File: config.mk
export PLATFORM = sky130hd
export DESIGN_NAME = icache_mem_ctrl
export DESIGN_NICKNAME = d
export VERILOG_FILES = /design/src/rtl/icache_mem_ctrl_pkg.sv /design/src/rtl/icache_mem_ctrl.sv
export SDC_FILE = /design/constraint.sdc
export NUM_CORES = 1
export LEC_CHECK = 0
export BUFFER_PORTS_ARGS = -buffer_cell sky130_fd_sc_hd__buf_2
export CAP_MARGIN = 5
export CORE_AREA = 2 2 178 180
export DETAILED_ROUTE_END_ITERATION = 10
export DIE_AREA = 0 0 180 182
export GPL_ROUTABILITY_DRIVEN = 0
export HOLD_SLACK_MARGIN = 0.03
export PLACE_DENSITY = 0.43
export SETUP_SLACK_MARGIN = 0.02
export SLEW_MARGIN = 20
export SYNTH_ARGS = -nofsm -noshare
export SYNTH_HDL_FRONTEND = slang
export SYNTH_SLANG_ARGS = --single-unit
File: constraint.sdc
create_clock -name clk -period 5.4 [get_ports clk]
set_clock_uncertainty 0.1 [all_clocks]
set_input_delay 0.81 -clock clk [delete_from_list [all_inputs] [get_ports clk]]
set_output_delay 0.81 -clock clk [all_outputs]
set_load 0.01 [all_outputs]
File: src/rtl/icache_mem_ctrl_pkg.sv
// icache_mem_ctrl_pkg: shared widths and the state type
// for the instruction-cache SRAM sequencer.
package icache_mem_ctrl_pkg;

   localparam int ICACHE_INDEX_WIDTH   = 6;
   localparam int ICACHE_TAG_RAM_WIDTH = 21;
   localparam int ICACHE_DATA_WIDTH    = 64;

   localparam int ICACHE_HALF_WIDTH  = ICACHE_DATA_WIDTH / 2;
   localparam int ICACHE_DADDR_WIDTH = ICACHE_INDEX_WIDTH + 1;

   typedef enum logic [1:0] {
      INIT = 2'd0,
      IDLE = 2'd1,
      REF0 = 2'd2,
      REF1 = 2'd3
   } icache_ctrl_state_e;

endpackage

File: src/rtl/icache_mem_ctrl.sv
// icache_mem_ctrl: arbitrates the tag/data SRAM enables between
// the invalidate sweep, the refill writer and the lookup reader.
module icache_mem_ctrl
   import icache_mem_ctrl_pkg::*;
#(
   parameter bit INIT_ON_RST = 1'b1
) (
   input  logic                              clk,
   input  logic                              rst_n,
   input  logic                              flush_req,
   output logic                              init_busy,
   input  logic                              lookup_req_vld,
   output logic                              lookup_req_rdy,
   input  logic [ICACHE_INDEX_WIDTH-1:0]     lookup_index,
   input  logic                              lookup_half,
   output logic                              lookup_rsp_vld,
   output logic [ICACHE_TAG_RAM_WIDTH-1:0]   lookup_tagA,
   output logic [ICACHE_TAG_RAM_WIDTH-1:0]   lookup_tagB,
   output logic [ICACHE_HALF_WIDTH-1:0]      lookup_dataA,
   output logic [ICACHE_HALF_WIDTH-1:0]      lookup_dataB,
   input  logic                              refill_req_vld,
   output logic                              refill_req_rdy,
   input  logic                              refill_way,
   input  logic [ICACHE_INDEX_WIDTH-1:0]     refill_index,
   input  logic [ICACHE_TAG_RAM_WIDTH-2:0]   refill_tag,
   input  logic [ICACHE_DATA_WIDTH-1:0]      refill_data,
   output logic                              refill_done,
   output logic                              tagram_en,
   output logic                              tag_arrayA_wr_en,
   output logic [ICACHE_INDEX_WIDTH-1:0]     tag_arrayA_addr,
   output logic [ICACHE_TAG_RAM_WIDTH-1:0]   tag_arrayA_din,
   output logic                              tag_arrayB_wr_en,
   output logic [ICACHE_INDEX_WIDTH-1:0]     tag_arrayB_addr,
   output logic [ICACHE_TAG_RAM_WIDTH-1:0]   tag_arrayB_din,
   output logic                              dataram_en,
   output logic                              A_data_array_wr_en,
   output logic [ICACHE_DADDR_WIDTH-1:0]     A_data_array_addr,
   output logic [ICACHE_HALF_WIDTH-1:0]      A_data_array_din,
   output logic                              B_data_array_wr_en,
   output logic [ICACHE_DADDR_WIDTH-1:0]     B_data_array_addr,
   output logic [ICACHE_HALF_WIDTH-1:0]      B_data_array_din,
   input  logic [ICACHE_TAG_RAM_WIDTH-1:0]   tag_arrayA_dout,
   input  logic [ICACHE_TAG_RAM_WIDTH-1:0]   tag_arrayB_dout,
   input  logic [ICACHE_HALF_WIDTH-1:0]      A_data_array_dout,
   input  logic [ICACHE_HALF_WIDTH-1:0]      B_data_array_dout
);

   localparam int IW = ICACHE_INDEX_WIDTH;
   localparam int TW = ICACHE_TAG_RAM_WIDTH;
   localparam int DW = ICACHE_DATA_WIDTH;
   localparam int HW = ICACHE_HALF_WIDTH;

   icache_ctrl_state_e r_state;
   icache_ctrl_state_e w_state_nxt;

   logic [IW-1:0] r_cnt;
   logic          r_flush_pend;
   logic          r_rsp_vld;
   logic          r_ref_way;
   logic [IW-1:0] r_ref_index;
   logic [TW-2:0] r_ref_tag;
   logic [DW-1:0] r_ref_data;

   logic w_active;
   logic w_idle;
   logic w_ref_rdy;
   logic w_lk_rdy;
   logic w_ref_acc;
   logic w_lk_acc;
   logic w_cnt_last;
   logic w_enter_init;

   // rst_n is active-high; all SRAM strobes are held off while it is high
   assign w_active  = ~rst_n;
   assign w_idle    = w_active & (r_state == IDLE);
   assign w_ref_rdy = w_idle & ~r_flush_pend;
   assign w_lk_rdy  = w_ref_rdy & ~refill_req_vld;
   assign w_ref_acc = refill_req_vld & w_ref_rdy;
   assign w_lk_acc  = lookup_req_vld & w_lk_rdy;
   assign w_cnt_last = &r_cnt;
   assign w_enter_init = (w_state_nxt == INIT) & (r_state != INIT);

   assign lookup_req_rdy = w_lk_rdy;
   assign refill_req_rdy = w_ref_rdy;
   assign lookup_rsp_vld = r_rsp_vld;
   assign refill_done    = w_active & (r_state == REF1);
   assign init_busy      = rst_n ? INIT_ON_RST : (r_state == INIT);

   assign lookup_tagA  = tag_arrayA_dout;
   assign lookup_tagB  = tag_arrayB_dout;
   assign lookup_dataA = A_data_array_dout;
   assign lookup_dataB = B_data_array_dout;

   // next-state: a pending flush outranks a refill in IDLE
   always_comb begin
      w_state_nxt = r_state;
      unique case (r_state)
         INIT: if (w_cnt_last) w_state_nxt = IDLE;
         IDLE: begin
            if (r_flush_pend)   w_state_nxt = INIT;
            else if (w_ref_acc) w_state_nxt = REF0;
         end
         REF0: w_state_nxt = REF1;
         REF1: w_state_nxt = IDLE;
         default: w_state_nxt = IDLE;
      endcase
   end

   // state, sweep counter, flush latch and lookup response flag
   always_ff @(posedge clk) begin
      if (rst_n) begin
         r_state      <= INIT_ON_RST ? INIT : IDLE;
         r_cnt        <= '0;
         r_flush_pend <= 1'b0;
         r_rsp_vld    <= 1'b0;
      end else begin
         r_state   <= w_state_nxt;
         r_cnt     <= (r_state == INIT) ? r_cnt + 1'b1 : '0;
         r_rsp_vld <= w_lk_acc;
         if (w_enter_init)
            r_flush_pend <= 1'b0;
         else if (flush_req && (r_state != INIT))
            r_flush_pend <= 1'b1;
      end
   end

   // refill fields are frozen at accept so the requester may move on
   always_ff @(posedge clk) begin
      if (w_ref_acc) begin
         r_ref_way   <= refill_way;
         r_ref_index <= refill_index;
         r_ref_tag   <= refill_tag;
         r_ref_data  <= refill_data;
      end
   end

   // SRAM pin drive: exactly one client owns the ports per state
   always_comb begin
      tagram_en          = 1'b0;
      tag_arrayA_wr_en   = 1'b0;
      tag_arrayA_addr    = '0;
      tag_arrayA_din     = '0;
      tag_arrayB_wr_en   = 1'b0;
      tag_arrayB_addr    = '0;
      tag_arrayB_din     = '0;
      dataram_en         = 1'b0;
      A_data_array_wr_en = 1'b0;
      A_data_array_addr  = '0;
      A_data_array_din   = '0;
      B_data_array_wr_en = 1'b0;
      B_data_array_addr  = '0;
      B_data_array_din   = '0;
      if (w_active) begin
         unique case (r_state)
            INIT: begin
               tagram_en        = 1'b1;
               tag_arrayA_wr_en = 1'b1;
               tag_arrayB_wr_en = 1'b1;
               tag_arrayA_addr  = r_cnt;
               tag_arrayB_addr  = r_cnt;
            end
            IDLE: begin
               if (w_lk_acc) begin
                  tagram_en         = 1'b1;
                  dataram_en        = 1'b1;
                  tag_arrayA_addr   = lookup_index;
                  tag_arrayB_addr   = lookup_index;
                  A_data_array_addr = {lookup_index, lookup_half};
                  B_data_array_addr = {lookup_index, lookup_half};
               end
            end
            REF0: begin
               tagram_en         = 1'b1;
               dataram_en        = 1'b1;
               tag_arrayA_addr   = r_ref_index;
               tag_arrayB_addr   = r_ref_index;
               A_data_array_addr = {r_ref_index, 1'b0};
               B_data_array_addr = {r_ref_index, 1'b0};
               if (r_ref_way) begin
                  tag_arrayB_wr_en   = 1'b1;
                  tag_arrayB_din     = {1'b1, r_ref_tag};
                  B_data_array_wr_en = 1'b1;
                  B_data_array_din   = r_ref_data[HW-1:0];
               end else begin
                  tag_arrayA_wr_en   = 1'b1;
                  tag_arrayA_din     = {1'b1, r_ref_tag};
                  A_data_array_wr_en = 1'b1;
                  A_data_array_din   = r_ref_data[HW-1:0];
               end
            end
            REF1: begin
               dataram_en        = 1'b1;
               A_data_array_addr = {r_ref_index, 1'b1};
               B_data_array_addr = {r_ref_index, 1'b1};
               if (r_ref_way) begin
                  B_data_array_wr_en = 1'b1;
                  B_data_array_din   = r_ref_data[DW-1:HW];
               end else begin
                  A_data_array_wr_en = 1'b1;
                  A_data_array_din   = r_ref_data[DW-1:HW];
               end
            end
            default: ;
         endcase
      end
   end

endmodule

==> run metrics <==
outcome finished, final reports clean; Synth Cell Area 5260 sq um; slew margin rel. 29.6%; Hold Startpoint r_cnt[0]; CTS tree built; DRC 0; die area 32800 sq um; crit path launch r_state[1]; vias in the first global route 3690; final hold viol count 0; crit-path max FO 25; Post-Synthesis Cells 455; DR top layer met4; DR WL/cell 16.5 um; post-route clock period utilization 68.4%; Design Power 0.00154 W; drt pass-1 iters 4; setup_tns 0 ns; PortBufs 245; PostCTS Resize Cnt 0; RSZ-0062 raised after global routing false; flops & latches, synth 101; GR Util All Layers 9.67%; Async S/R FF share, synth 0%; Synth Flop Type edfxtp_1; fin nets 787; chip height 182 um; Post-CTS Setup Bufs 0; Setup violations, final 0; top cell family by delay on the critical path simple AND/OR/NAND/NOR gates; Num CTS Buffers 9; Detail Placement HPWL 12.9 mm; most frequent cell after synthesis buf_4; share of cells above drive strength 1 47.3%; Synth top area share 51.9%; Post-synth top cells buf_4 (123), edfxtp_1 (91), nor2_1 (78), and2_1 (42), mux2i_1 (38); Final Slew Violations 0; GR Overflow Total 0; CTS Sinks 101; Initial Util 17.0%; initial drt markers 80; first-pass GRT wire length 23.3 mm; register area share after synthesis 55.7%; type of origin of the critical path register; met3 wire len 1.46 mm; Largest stage delay, worst path 1.00 ns; Hold WC Path Type reg2reg; worst vdd ir 0.138 mV; clock-pin slew on the worst setup and hold paths 0.08 ns; WL met1 5.47 mm; Peak Freq 271 MHz; crit-path cells nand2b_1, nor3_2, and2_1, buf_2; Synth-to-Final Area Change 20.1%; Netlist cell types 33; vias 3605; Ys Warns 0; Core Area 31000 sq um; CP max stage cell dfxtp_1; row count 65; Setup crit end kind output port; Clock Tree Buf Depth 2; max_cap viols 0; I/O Pins 458; H-tree depth reported by CTS 3; antenna violations before repair 1; Crit Path Category reg2out; Critical Path RT 4.49 ns; LEAKAGE 2.70 nW; cell area power density 243 nW/um^2; worst-skew pair later-pin latency 0.35 ns; Mapped Avg Cell Area 11.6 sq um; number of synthesized flops with an enable pin 91; Die W 180 um; largest net degree at the start of global routing 74; routed vias/inst 3.66; CTS root buf clkbuf_16; Synth area leader edfxtp_1; fin util 20.4%; # hold bufs at CTS 0; Worst-Margin Slew 1.06 ns; CP arrival 2.78 ns; Routed WL 16.2 mm; DR WL met2 8.46 mm; post-route minimum period 3.69 ns; Antenna Nets Post-Route 0; largest cells by area after synthesis edfxtp_1 (52%), buf_4 (18%), mux2i_1 (7.2%); Reg-to-Reg Start r_state[0]; Post-Syn Nets 665; sum of buffers and inverters on the critical path 1
## layer usage
layer	global-route usage (%)	up-vias
met4	6.08	0
met3	3.89	72
met1	9.31	1662
met5	0	-
li1	-	1667
met2	17.2	204
## area by class of cell
type                            instances  area [sq um]
Antenna cell                            1          2.50
Clock buffer                            9           225
Clock inverter                          7          58.8
Fill cell                            3407         24700
Inverter                                6          22.5
Multi-Input combinational cell        210          1320
Sequential cell                       101          2930
Tap cell                              402           503
Timing Repair Buffer                  249          1260
## cell usage in the layout, fill, tap and decap left out, types with 2 or more instances in the layout
| cell | synthesis | layout |
|---|---|---|
| o21ai_0 | 4 | 4 |
| a21oi_1 | 7 | 7 |
| or3_1 | 2 | 2 |
| nor2b_1 | 3 | 3 |
| clkinvlp_4 | 0 | 2 |
| and2_1 | 42 | 42 |
| buf_4 | 123 | 4 |
| nand3_1 | 2 | 2 |
| and3_1 | 3 | 2 |
| inv_2 | 5 | 5 |
| clkinv_4 | 0 | 2 |
| a32oi_1 | 6 | 6 |
| clkbuf_16 | 0 | 9 |
| mux2i_1 | 38 | 38 |
| nor2_1 | 78 | 78 |
| xnor2_1 | 2 | 2 |
| buf_2 | 12 | 245 |
| inv_8 | 0 | 2 |
| nand2_1 | 4 | 4 |
| o2bb2ai_1 | 6 | 6 |
| dfxtp_1 | 10 | 9 |
| edfxtp_1 | 91 | 91 |
## flip-flops by register name (all words and copies together) (netlist names)
signal	flops
r_state	2
lookup_rsp_vld	1
r_ref_data	64
r_cnt	6
r_ref_way	1
r_ref_index	6
r_flush_pend	1
r_ref_tag	20
## kinds of logic after synthesis
logic type | after synthesis | synth area share (%)
AO/OA/AOI/OAI | 24 | 3.19
AND/OR/NAND/NOR | 144 | 13.7
multiplexers | 38 | 7.23
adder cells (fa/ha/maj) | 1 | 0.238
XOR/XNOR | 3 | 0.499
flip-flops | 101 | 55.7
buffers and inverters | 144 | 19.4
## through the flow
stage               setup slack (ns)  cell area, sq um  std cells  hold WS (ns)
floorplan                       1.81              5260        455         0.341
global placement                2.12              6030        968         0.393
detailed placement              2.08              6030        968         0.401
CTS                             1.68              6310        984         0.419
global route                    1.35              6320        985         0.452
finish                          1.71              6320        985         0.418
## worst paths after layout
kind	cells after the start	slack (ns)	endpoint
worst max-delay path	4	1.71	tag_arrayA_din[7]
worst min-delay path	1	0.42	r_cnt[0]
worst min register to register	1	0.42	r_cnt[0]
worst max register to register	4	2.28	r_ref_data[4]
## report_power, final
| part | leakage [nW] | switching [W] | total [W] | internal, W |
|---|---|---|---|---|
| Combinational | 1.67 | 0.0000238 | 0.0000557 | 0.0000318 |
| Clock | 0.133 | 0.000310 | 0.000629 | 0.000319 |
| Sequential | 0.899 | 0.00000311 | 0.000855 | 0.000851 |
Power figures use the tool's default switching activity.
